$ cat config.mk
export PLATFORM = sky130hd
export DESIGN_NAME = multdiv_arbiter
export DESIGN_NICKNAME = d
export VERILOG_FILES = /design/src/rtl/multdiv_arbiter_pkg.sv /design/src/rtl/multdiv_arbiter_rr_arbiter.sv /design/src/rtl/multdiv_arbiter.sv
export SDC_FILE = /design/constraint.sdc
export NUM_CORES = 1
export LEC_CHECK = 0
export CAP_MARGIN = 20
export CORE_MARGIN = 3
export CORE_UTILIZATION = 37
export DETAILED_ROUTE_END_ITERATION = 10
export PLACE_DENSITY_LB_ADDON = 0.05
export SLEW_MARGIN = 25
export SYNTH_ARGS = -nofsm -noshare
export SYNTH_HDL_FRONTEND = slang
export SYNTH_SLANG_ARGS = --single-unit
$ cat constraint.sdc
create_clock -name clock -period 2.6 [get_ports clock]
set_input_delay 0.52 -clock clock [delete_from_list [all_inputs] [get_ports clock]]
set_output_delay 0.52 -clock clock [all_outputs]
set_load 0.02 [all_outputs]
$ cat src/rtl/multdiv_arbiter_pkg.sv
// Shared definitions for the multdiv arbiter: FSM encoding, op codes, data width.
// Latency: n/a (types and constants only).
// Backpressure: n/a.
package multdiv_arbiter_pkg;

    localparam int DATA_W = 32;

    typedef enum logic [1:0] {
        ST_IDLE  = 2'd0,
        ST_START = 2'd1,
        ST_WAIT  = 2'd2,
        ST_RESP  = 2'd3
    } state_t;

    localparam logic OP_MULT = 1'b0;
    localparam logic OP_DIV  = 1'b1;

endpackage

$ cat src/rtl/multdiv_arbiter_rr_arbiter.sv
// Round-robin picker: first requester after last_grant (wrapping) wins.
// Latency: purely combinational.
// Backpressure: none; the caller decides when a grant is consumed.
//
// Ports: req (per-requester valid), last_grant (index of previous winner),
//        grant (one-hot), grant_idx (binary), grant_vld (any request present).
module rr_arbiter
    import multdiv_arbiter_pkg::*;
#(
    parameter int NUM_REQ = 2,
    parameter int IW      = $clog2(NUM_REQ)
) (
    input  logic [NUM_REQ-1:0] req,
    input  logic [IW-1:0]      last_grant,
    output logic [NUM_REQ-1:0] grant,
    output logic [IW-1:0]      grant_idx,
    output logic               grant_vld
);

    logic [IW-1:0] idx;

    // Walk last_grant+1, last_grant+2, ... with explicit wrap so that
    // non-power-of-two NUM_REQ never indexes past the request vector.
    always_comb begin
        grant     = '0;
        grant_idx = '0;
        grant_vld = 1'b0;
        idx       = last_grant;
        for (int i = 0; i < NUM_REQ; i++) begin
            idx = (idx == IW'(NUM_REQ - 1)) ? '0 : idx + IW'(1);
            if (!grant_vld && req[idx]) begin
                grant_vld = 1'b1;
                grant_idx = idx;
            end
        end
        if (grant_vld) begin
            grant[grant_idx] = 1'b1;
        end
    end

endmodule

$ cat src/rtl/multdiv_arbiter.sv
// Shares one multdiv unit between NUM_REQ requesters, one op at a time, round-robin.
// Latency: accept -> START pulse -> WAIT (>= MIN_LAT cycles) -> RESP one cycle after accepted RDY.
// Backpressure: req_ready only in IDLE; other requests are held by their owners until granted.
//
// Ports: clock/reset_n; req_valid/req_op/req_opA/req_opB in, req_ready one-hot accept;
//        rsp_valid one-hot with rsp_result/rsp_exception; busy; multdiv side:
//        data_operandA/B, ctrl_MULT/ctrl_DIV out, data_result/data_exception/data_resultRDY in.
module multdiv_arbiter
    import multdiv_arbiter_pkg::*;
#(
    parameter int NUM_REQ = 2,
    parameter int TIMEOUT = 64,
    parameter int MIN_LAT = 2
) (
    input  logic                        clock,
    input  logic                        reset_n,
    input  logic [NUM_REQ-1:0]          req_valid,
    input  logic [NUM_REQ-1:0]          req_op,
    input  logic [DATA_W*NUM_REQ-1:0]   req_opA,
    input  logic [DATA_W*NUM_REQ-1:0]   req_opB,
    output logic [NUM_REQ-1:0]          req_ready,
    output logic [NUM_REQ-1:0]          rsp_valid,
    output logic [DATA_W-1:0]           rsp_result,
    output logic                        rsp_exception,
    output logic                        busy,
    output logic [DATA_W-1:0]           data_operandA,
    output logic [DATA_W-1:0]           data_operandB,
    output logic                        ctrl_MULT,
    output logic                        ctrl_DIV,
    input  logic [DATA_W-1:0]           data_result,
    input  logic                        data_exception,
    input  logic                        data_resultRDY
);

    localparam int IW = $clog2(NUM_REQ);
    localparam int CW = $clog2(TIMEOUT + 1);

    state_t              state, state_nxt;
    logic [IW-1:0]       last_grant, grant_r, arb_idx;
    logic [NUM_REQ-1:0]  arb_gnt;
    logic                arb_vld;
    logic [DATA_W-1:0]   op_a, op_b, sel_a, sel_b, res_r;
    logic                op_r, sel_op, exc_r;
    logic [CW-1:0]       wait_cnt;
    logic                rdy_ok, tmo;

    rr_arbiter #(.NUM_REQ(NUM_REQ), .IW(IW)) u_rr (
        .req        (req_valid),
        .last_grant (last_grant),
        .grant      (arb_gnt),
        .grant_idx  (arb_idx),
        .grant_vld  (arb_vld)
    );

    // Operand mux for the current arbitration winner.
    always_comb begin
        sel_a  = '0;
        sel_b  = '0;
        sel_op = OP_MULT;
        for (int i = 0; i < NUM_REQ; i++) begin
            if (arb_idx == IW'(i)) begin
                sel_a  = req_opA[i*DATA_W +: DATA_W];
                sel_b  = req_opB[i*DATA_W +: DATA_W];
                sel_op = req_op[i];
            end
        end
    end

    // RDY left high from the previous op must not complete a new one, so it
    // only counts once the first MIN_LAT WAIT cycles have passed.
    assign rdy_ok = (state == ST_WAIT) && data_resultRDY && (wait_cnt >= CW'(MIN_LAT));
    assign tmo    = (state == ST_WAIT) && (wait_cnt == CW'(TIMEOUT - 1));

    always_comb begin
        state_nxt = state;
        req_ready = '0;
        rsp_valid = '0;
        ctrl_MULT = 1'b0;
        ctrl_DIV  = 1'b0;
        case (state)
            ST_IDLE: begin
                req_ready = arb_gnt;
                if (arb_vld) state_nxt = ST_START;
            end
            ST_START: begin
                ctrl_MULT = (op_r == OP_MULT);
                ctrl_DIV  = (op_r == OP_DIV);
                state_nxt = ST_WAIT;
            end
            ST_WAIT: begin
                if (rdy_ok || tmo) state_nxt = ST_RESP;
            end
            ST_RESP: begin
                rsp_valid[grant_r] = 1'b1;
                state_nxt          = ST_IDLE;
            end
            default: state_nxt = ST_IDLE;
        endcase
        // req_ready is combinational from req_valid; keep it quiet while reset is held.
        if (!reset_n) req_ready = '0;
    end

    always_ff @(posedge clock or negedge reset_n) begin
        if (!reset_n) begin
            state      <= ST_IDLE;
            last_grant <= IW'(NUM_REQ - 1);
            grant_r    <= '0;
            op_a       <= '0;
            op_b       <= '0;
            op_r       <= OP_MULT;
            wait_cnt   <= '0;
            res_r      <= '0;
            exc_r      <= 1'b0;
        end else begin
            state <= state_nxt;
            case (state)
                ST_IDLE: begin
                    if (arb_vld) begin
                        op_a       <= sel_a;
                        op_b       <= sel_b;
                        op_r       <= sel_op;
                        grant_r    <= arb_idx;
                        last_grant <= arb_idx;
                    end
                end
                ST_START: wait_cnt <= '0;
                ST_WAIT: begin
                    wait_cnt <= wait_cnt + CW'(1);
                    // A genuine result wins over the watchdog in the same cycle.
                    if (rdy_ok) begin
                        res_r <= data_result;
                        exc_r <= data_exception;
                    end else if (tmo) begin
                        res_r <= '0;
                        exc_r <= 1'b1;
                    end
                end
                default: ;
            endcase
        end
    end

    assign data_operandA = op_a;
    assign data_operandB = op_b;
    assign rsp_result    = res_r;
    assign rsp_exception = exc_r;
    assign busy          = (state != ST_IDLE);

endmodule

## After elaboration in Yosys (flattened, before gate mapping)

Cells that the tools add are included.

- Flip-flop bits (word level): 109
- Bits of input ports: 168
- Output and inout port bits: 104
- Word-level logic and storage cells: 72

- Add/subtract/negate cells: 3
- $lt $le $gt $ge: 7
- Eq/ne operators: 6
- Multiplexer cells: 31
- Bitwise logic cells: 1
- Reduce and logical (&&, ||, !) cells: 15

Operators by type and width:

| cell | number |
|---|---|
| $mux 32 | 4 |
| $mux 1 | 17 |
| $pmux 7 s2 | 1 |
| $mux 2 | 6 |
| $lt 1x2->1 const B | 4 |
| $pmux 2 s4 | 1 |
| $add 7x1->7 const B | 1 |
| $eq 7x6->1 const B | 1 |
| $ge 7x2->1 const B | 1 |
| $logic_and 1x1->1 | 6 |
| $reduce_and 2->1 | 3 |
| $reduce_bool 2->1 | 3 |
| $eq 2x2->1 const B | 2 |
| $add 1x1->1 const B | 2 |
| $demux 1 s1 | 2 |
| $eq 2x1->1 const B | 1 |
| $ge 1x1->1 const B | 2 |
| $logic_not 2->1 | 1 |
| $ne 2x1->1 const B | 1 |
| $ne 2x2->1 const B | 1 |
| $logic_not 1->1 | 1 |
| $logic_or 1x1->1 | 1 |
| $not 1->1 | 1 |

## Depth between registers and ports, before layout

Gate-level depths: netlist of run 1.

- Depth after elaboration: 15
- Mapped depth: 8
- Gate-level depth less buffers: 6

## Modules after synthesis

From an unflattened synthesis of run 1, not the netlist that was laid out.

- Cells, all modules: 438
- Area, all modules: 4838.4 sq um

By module, submodules not included:

| module | times used | cells an instance | area each (sq um) | seq. area each (sq um) |
|---|---|---|---|---|
| multdiv_arbiter | 1 | 433 | 4805.9 | 2728.9 |
| rr_arbiter | 1 | 5 | 32.5 | 0.0 |

## Worst setup path before layout of run 1

OpenSTA, ideal clock, no wires.

- Path kind: register to output
- Start: register state[0]
- End: output req_ready[0]
- Arrival: 1635 ps
- Data required time: 2080 ps
- Path slack: 445 ps
- Stages on the path, launching flop included: 8
- Path buffers: 2
- Cells stage by stage: dfrtp_1 inv_1 ha_1 nand2_1 a21oi_1 buf_2 buf_1 and2_1

- Word-level cells in the longest chain between the ends: 3

Ends and longest elaborated chain:

| element | RTL line | RTL |
|---|---|---|
| from (decl) | multdiv_arbiter.sv:38 | `state_t state, state_nxt;` |
| from (signal assigned) | multdiv_arbiter.sv:115 | `state <= state_nxt;` |
| $logic_not 2->1 | multdiv_arbiter.sv:80 | `case (state)` |
| $mux 2 | multdiv_arbiter.sv:80 |  |
| $mux 2 | multdiv_arbiter.sv:100 | `if (!reset_n) req_ready = '0;` |
| to (decl) | multdiv_arbiter.sv:21 | `output logic [NUM_REQ-1:0] req_ready,` |

No other way between the ends.

## Worst setup path in the final report of run 1

- Start: register state[0]
- End: output busy

- Word-level cells in the longest chain between the ends: 1

Ends and longest elaborated chain:

| element | RTL line | RTL |
|---|---|---|
| $reduce_bool 2->1 | multdiv_arbiter.sv:147 | `assign busy = (state != ST_IDLE);` |
| to (decl) | multdiv_arbiter.sv:25 | `output logic busy,` |

No other way between the ends.

==> flow_metrics.env, run 1 <==
export IMPL_pwr_share_seq=0.328
export IMPL_clk_latency_ns=0.34
export IMPL_slew_headroom=0.525
export IMPL_diodes=0
export IMPL_final_max_slew_viol_count=0
export IMPL_period_share=0.921
export IMPL_timing_hold_worst_class="primary input to asynchronous set/reset pin"
export IMPL_fin_setup_tns_ns=0
export IMPL_rsz0062_at_grt="false"
export IMPL_cts_sinks=109
export IMPL_cts_hold_buf=0
export IMPL_pwr_share_clk=0.139
export IMPL_fp_row_count=39
export IMPL_grt_pass1_vias=4309
export IMPL_worstMarginPinSlew_ns=0.712
export IMPL_gp_congestion=0.775
export IMPL_cp_data_required_time_ns=2.08
export IMPL_intPower_uw=5540
export IMPL_switching_share=0.384
export IMPL_vias=4210
export IMPL_status="completed"
export IMPL_drc=0
export IMPL_clk_pin_slew_worst_paths_ns=0.07
export IMPL_hold_violations=0
export IMPL_core_area_um2=11700
export IMPL_cap_violations=0
export IMPL_first_pass_iters=6
export IMPL_crit_arrival_ns=1.88
export IMPL_clock_skew_ns=0.00998
export IMPL_routed_wl_mm=15.5
export IMPL_ctsHtreeMaxLevel=3
export IMPL_grt_max_degree=68
export IMPL_viasPerCell=5.38
export IMPL_p_leak_uw=0.00354
export IMPL_port_buffers=271
export IMPL_ys_ff_latch=109
export IMPL_power_switching_uw=3450
export IMPL_post_cts_setup_buffer_count=0
export IMPL_synth_yosys_warnings=0
export IMPL_area_growth_synth_to_final_pct=69.5
export IMPL_setup_viol=0
export IMPL_overflow=0
export IMPL_period_minus_slack_ns=2.40
export IMPL_cts_buffer_depth=2
export IMPL_chipHeight_um=116
export IMPL_reg2reg_depth=7
export IMPL_grt_first_pass_wirelength_mm=23.1
export IMPL_syn_inst=372
export IMPL_drive_gt1_frac=0.0501
export IMPL_fmax_mhz=417
export IMPL_die_w_um=116
export IMPL_cts_buffers=9
export IMPL_cts_tree="built"
export IMPL_drt_iter0_drc=418
export IMPL_start_util=0.386
export IMPL_design_die_area_um2=13500
export IMPL_multi_input_area_um2=1370
export IMPL_grt_use_total=0.222
export IMPL_critPathCaptureType="primary output"
export IMPL_io_pins=272
export IMPL_root_buffer="clkbuf_16"
export IMPL_final_seq_area_um2=2730
export IMPL_cts_resized=2
export IMPL_critPathKind="flop to primary output"
export IMPL_synth_cell_type_count=30
export IMPL_syn_cell_area_um2=4510
export IMPL_wl_per_cell_um=19.8
export IMPL_post_dp_hpwl_mm=11.3
export IMPL_ys_seq_area_frac=0.605
export IMPL_total_power_uw=8990
export IMPL_worstPathMaxFanout=4
export IMPL_ant_nets=0
export IMPL_synth_nets=547
export IMPL_syn_area_per_cell_um2=12.1
export IMPL_p_comb_frac=0.532
export IMPL_peakVddDrop_v=0.000631
export IMPL_nFillCells=964
export IMPL_power_density_nw_per_um2=1180
export IMPL_nets=810
export IMPL_antenna_found_initial=0
export IMPL_crit_path_start_kind="flop"
==> metal layers <==
| metal | vias to the layer above | wire length [µm] | global-route usage |
|---|---|---|---|
| met4 | 0 | 307 | 0.0843 |
| met3 | 21 | 1470 | 0.0622 |
| met2 | 213 | 7930 | 0.387 |
| li1 | 1913 | - | - |
| met1 | 2063 | 5760 | 0.261 |
| met5 | - | 0 | 0 |
==> path summary, 6_finish.rpt <==
kind                           startpoint           endpoint  slack [ns]
min                               reset_n               op_r        0.05
max                              state[0]               busy        0.20
min in group clock         rsp_result[25]     rsp_result[25]        0.50
max reg2reg                      state[0]  data_operandB[18]        0.49
max in group asynchronous         reset_n         last_grant        1.07
min reg2reg                rsp_result[25]     rsp_result[25]        0.50
==> placed cells by master, fill, tap and decap left out, types with 2 or more instances in the layout <==
| cell | netlist | routed |
|---|---|---|
| dfrtp_1 | 108 | 108 |
| nand2_1 | 9 | 8 |
| nor2_1 | 3 | 3 |
| nand3_1 | 2 | 2 |
| clkinv_2 | 0 | 2 |
| buf_4 | 0 | 9 |
| clkinvlp_4 | 0 | 2 |
| mux2i_1 | 3 | 3 |
| clkbuf_16 | 0 | 9 |
| o21ai_0 | 3 | 3 |
| nor2b_1 | 4 | 4 |
| dlygate4sd2_1 | 0 | 2 |
| and2_1 | 5 | 5 |
| ha_1 | 7 | 7 |
| o32a_1 | 2 | 2 |
| inv_1 | 78 | 78 |
| a222oi_1 | 65 | 65 |
| a22o_1 | 32 | 32 |
| buf_12 | 0 | 2 |
| a21o_1 | 3 | 3 |
| nand3b_1 | 2 | 2 |
| o22ai_1 | 3 | 3 |
| nor3_1 | 3 | 3 |
| a21oi_4 | 0 | 2 |
| clkdlybuf4s50_1 | 0 | 268 |
==> power by group through the flow <==
| stage | registers (µW) | clock network (µW) | logic, µW |
|---|---|---|---|
| after global routing | 3050 | 1350 | 5150 |
| after global placement | 2920 | 0 | 4750 |
| after CTS | 2950 | 1290 | 4840 |
| after floorplan | 3800 | 0 | 1640 |
| after detailed placement | 2960 | 0 | 4830 |
| final | 2950 | 1250 | 4790 |
==> cell type report <==
| cell class | instances | share of cell area |
|---|---|---|
| sequential | 109 | 0.357 |
| multi-input combinational | 156 | 0.179 |
| timing repair buffer | 281 | 0.367 |
| clock inverter | 4 | 0.00327 |
| clock buffer | 11 | 0.0318 |
| inverter | 78 | 0.0383 |
| tap | 143 | 0.0234 |
==> sequential cells by signal (all words and copies together) (netlist names) <==
register	count
wait_cnt	7
data_operandB	32
data_operandA	32
rsp_result	32
grant_r	1
rsp_exception	1
state	2
op_r	1
last_grant	1
==> through the flow <==
step / cell area (µm²) / utilization / cells / hold slack [ns] / setup slack [ns]
floorplan: 4510 / - / 372 / 0.224 / 0.445
global route: 7640 / 0.655 / 782 / 0.0563 / 0.0908
detailed placement: 7380 / 0.632 / 767 / 0.424 / 0.101
finish: 7640 / 0.655 / 782 / 0.0468 / 0.204
global placement: 7380 / 0.632 / 767 / 0.421 / 0.112
CTS: 7640 / 0.655 / 782 / 0.0533 / 0.193
==> logic make-up after synthesis <==
group                      share of synthesized area
muxes                                        0.00999
AOI/OAI and AO/OA                              0.232
adders and majority gates                     0.0194
and+or+nand+nor                               0.0358
buffers and inverters                         0.0972
DFF                                            0.605
==> cell usage after synthesis <==
master	n	share of area
a21boi_1	1	0.0017
a21o_1	3	0.0050
a21oi_1	3	0.0033
a222oi_1	65	0.14
a22o_1	32	0.062
a22oi_1	1	0.0017
and2_1	5	0.0069
buf_1	5	0.0042
buf_2	11	0.012
buf_6	3	0.0075
clkbuf_1	10	0.0083
dfrtp_1	108	0.60
dfstp_2	1	0.0058
ha_1	7	0.019
inv_1	78	0.065
mux2_4	1	0.0033
mux2i_1	3	0.0067
nand2_1	9	0.0075
nand3_1	2	0.0022
nand3b_1	2	0.0033
nor2_1	3	0.0025
nor2b_1	4	0.0056
nor3_1	3	0.0033
nor3b_1	1	0.0017
nor4_1	1	0.0014
o21ai_0	3	0.0033
o21ai_2	1	0.0019
o22ai_1	3	0.0042
o32a_1	2	0.0044
or2_2	1	0.0014
==> worst max-delay path: stages (launching register included) <==
cell	delay (ns)
dfrtp_1	0.41
inv_1	0.10
ha_1	0.27
inv_1	0.12
clkdlybuf4s50_1	0.64
No activity file was read; power rests on OpenSTA's default activity.
==> run 2: changes to the inputs <==
Settings changed: CELL_PAD_IN_SITES_DETAIL_PLACEMENT set to 1, CELL_PAD_IN_SITES_GLOBAL_PLACEMENT set to 2, CORE_UTILIZATION 37 to 22, MAX_ROUTING_LAYER set to met4, SKIP_CTS_REPAIR_TIMING set to 1.
==> flow_metrics.env, run 2 (same netlist as run 1, synthesis figures left out) <==
export IMPL_clock_skew_ns=0.00998
export IMPL_total_power_uw=9230
export IMPL_final_common_cell="clkdlybuf4s50_1"
export IMPL_utilization=0.397
export IMPL_busiest_layer="met2"
export IMPL_p_leak_uw=0.00359
export IMPL_core_area_um2=19800
export IMPL_fin_setup_tns_ns=0
export IMPL_period_share=0.912
export IMPL_cts_sinks=109
export IMPL_slew_headroom=0.456
export IMPL_clk_latency_ns=0.35
export IMPL_wl_per_cell_um=20.2
export IMPL_die_w_um=149
export IMPL_cts_buffers=9
export IMPL_layout_common_cells="clkdlybuf4s50_1 (268), dfrtp_1 (108), inv_1 (78)"
export IMPL_overflow=0
export IMPL_grt_pass1_vias=4485
export IMPL_fp_row_count=51
export IMPL_timing_rr_end="data_operandB[21]"
export IMPL_layout_setup_ws_ns=0.228
export IMPL_status="completed"
export IMPL_cts_tree="built"
export IMPL_period_minus_slack_ns=2.37
export IMPL_antenna_found_initial=1
export IMPL_worstMarginPinSlew_ns=0.816
export IMPL_reg2reg_depth=7
export IMPL_gp_congestion=0.754
export IMPL_cp_data_required_time_ns=2.08
export IMPL_setup_viol=0
export IMPL_rsz0062_at_grt="false"
export IMPL_cap_violations=0
export IMPL_max_stage_delay_ns=0.64
export IMPL_critical_path_most_common_cell="inv_1"
export IMPL_rr_startpoint="state[0]"
export IMPL_worstPathMaxFanout=4
export IMPL_cts_buffer_depth=2
export IMPL_grtUsageMet3=0.0413
export IMPL_use_met1=0.201
export IMPL_hold_violations=0
export IMPL_drive_gt1_frac=0.0546
export IMPL_port_buffers=271
export IMPL_start_util=0.228
export IMPL_critPathCaptureType="primary output"
export IMPL_crit_path_start_kind="flop"
export IMPL_timing_hold_worst_class="flop to flop"
export IMPL_chipHeight_um=149
export IMPL_use_met2=0.263
export IMPL_viasPerCell=4.63
export IMPL_grt_max_degree=79
export IMPL_clk_pin_slew_worst_paths_ns=0.07
export IMPL_cp_slowest_cell="clkdlybuf4s50_1"
export IMPL_ff2ff_setup_slack_ns=0.48
export IMPL_crit_arrival_ns=1.85
export IMPL_drc=0
export IMPL_startpoint="state[0]"
export IMPL_ctsHtreeMaxLevel=3
export IMPL_pre_cts_ws_ns=0.0749
export IMPL_area_growth_synth_to_final_pct=74.3
export IMPL_grt_first_pass_wirelength_mm=27.1
export IMPL_power_density_nw_per_um2=1180
export IMPL_peakVddDrop_v=0.000418
export IMPL_io_pins=272
export IMPL_design_die_area_um2=22200
export IMPL_post_dp_hpwl_mm=13.1
export IMPL_final_max_slew_viol_count=0
export IMPL_routed_wl_mm=18.3
export IMPL_path_cells="inv_1 -> ha_2 -> inv_1 -> clkdlybuf4s50_1"
export IMPL_critPathKind="flop to primary output"
export IMPL_crit_end="busy"
export IMPL_fmax_mhz=422
export IMPL_root_buffer="clkbuf_16"
export IMPL_ant_nets=0
export IMPL_vias=4206
export IMPL_grt_use_total=0.164
export IMPL_drt_iter0_drc=419
export IMPL_nets=811
export IMPL_first_pass_iters=6
[run 2: cell types whose count changed in the layout (fill, tap and decap cells not counted), sizes merged]
cell          delta
dlygate4sd3      +1
bufinv           +1
clkinvlp         -1
dlygate4sd2      -2
clkinv           +1
clkbuf           -2
diode            +2
dlymetal6s2s     +2
inv              +2
[run 2: area by class of cell]
class | count | area [µm²]
tap | 265 | 332
sequential | 109 | 2730
multi-input combinational | 156 | 1370
fill | 2146 | 11900
inverter | 78 | 293
clock inverter | 7 | 73.8
timing repair buffer | 282 | 2830
antenna | 2 | 5.00
clock buffer | 9 | 225
[run 2: how the worst min path moves through the flow]
stage	start	end	slack [ns]	cells past startpoint
CTS	reset_n	data_operandA[17]	-0.01	1
finish	rsp_result[3]	rsp_result[3]	0.50	1
detailed placement	reset_n	data_operandA[17]	0.38	1
global route	rsp_result[3]	rsp_result[3]	0.53	1
global placement	reset_n	data_operandA[17]	0.37	1
floorplan	reset_n	data_operandA[0]	0.22	0
[run 2: per-layer routing]
layer | vias to the layer above | part of all wire | wire [µm]
li1 | 1918 | - | -
met1 | 2094 | 0.42 | 7610
met2 | 177 | 0.49 | 8930
met3 | 17 | 0.076 | 1390
met4 | 0 | 0.020 | 370
met5 | - | 0 | 0
[run 2: critical path, delay by kind of cell, from the launching register on]
family,cells,cell delay [ns]
fa+ha+maj,1,0.23
buf+inv,3,0.87
flops,1,0.40
[run 2: power breakdown]
| part | switching (µW) | internal, µW |
|---|---|---|
| logic | 2470 | 2390 |
| clock network | 668 | 754 |
| registers | 458 | 2490 |
[run 2: per-stage QoR]
stage	hold WS [ns]	cell area, µm²	instances
final	0.502	7850	908
after CTS	-0.0113	7830	905
after floorplan	0.224	4510	372
after detailed placement	0.379	7530	889
after global routing	0.528	7850	907
after global placement	0.374	7530	889
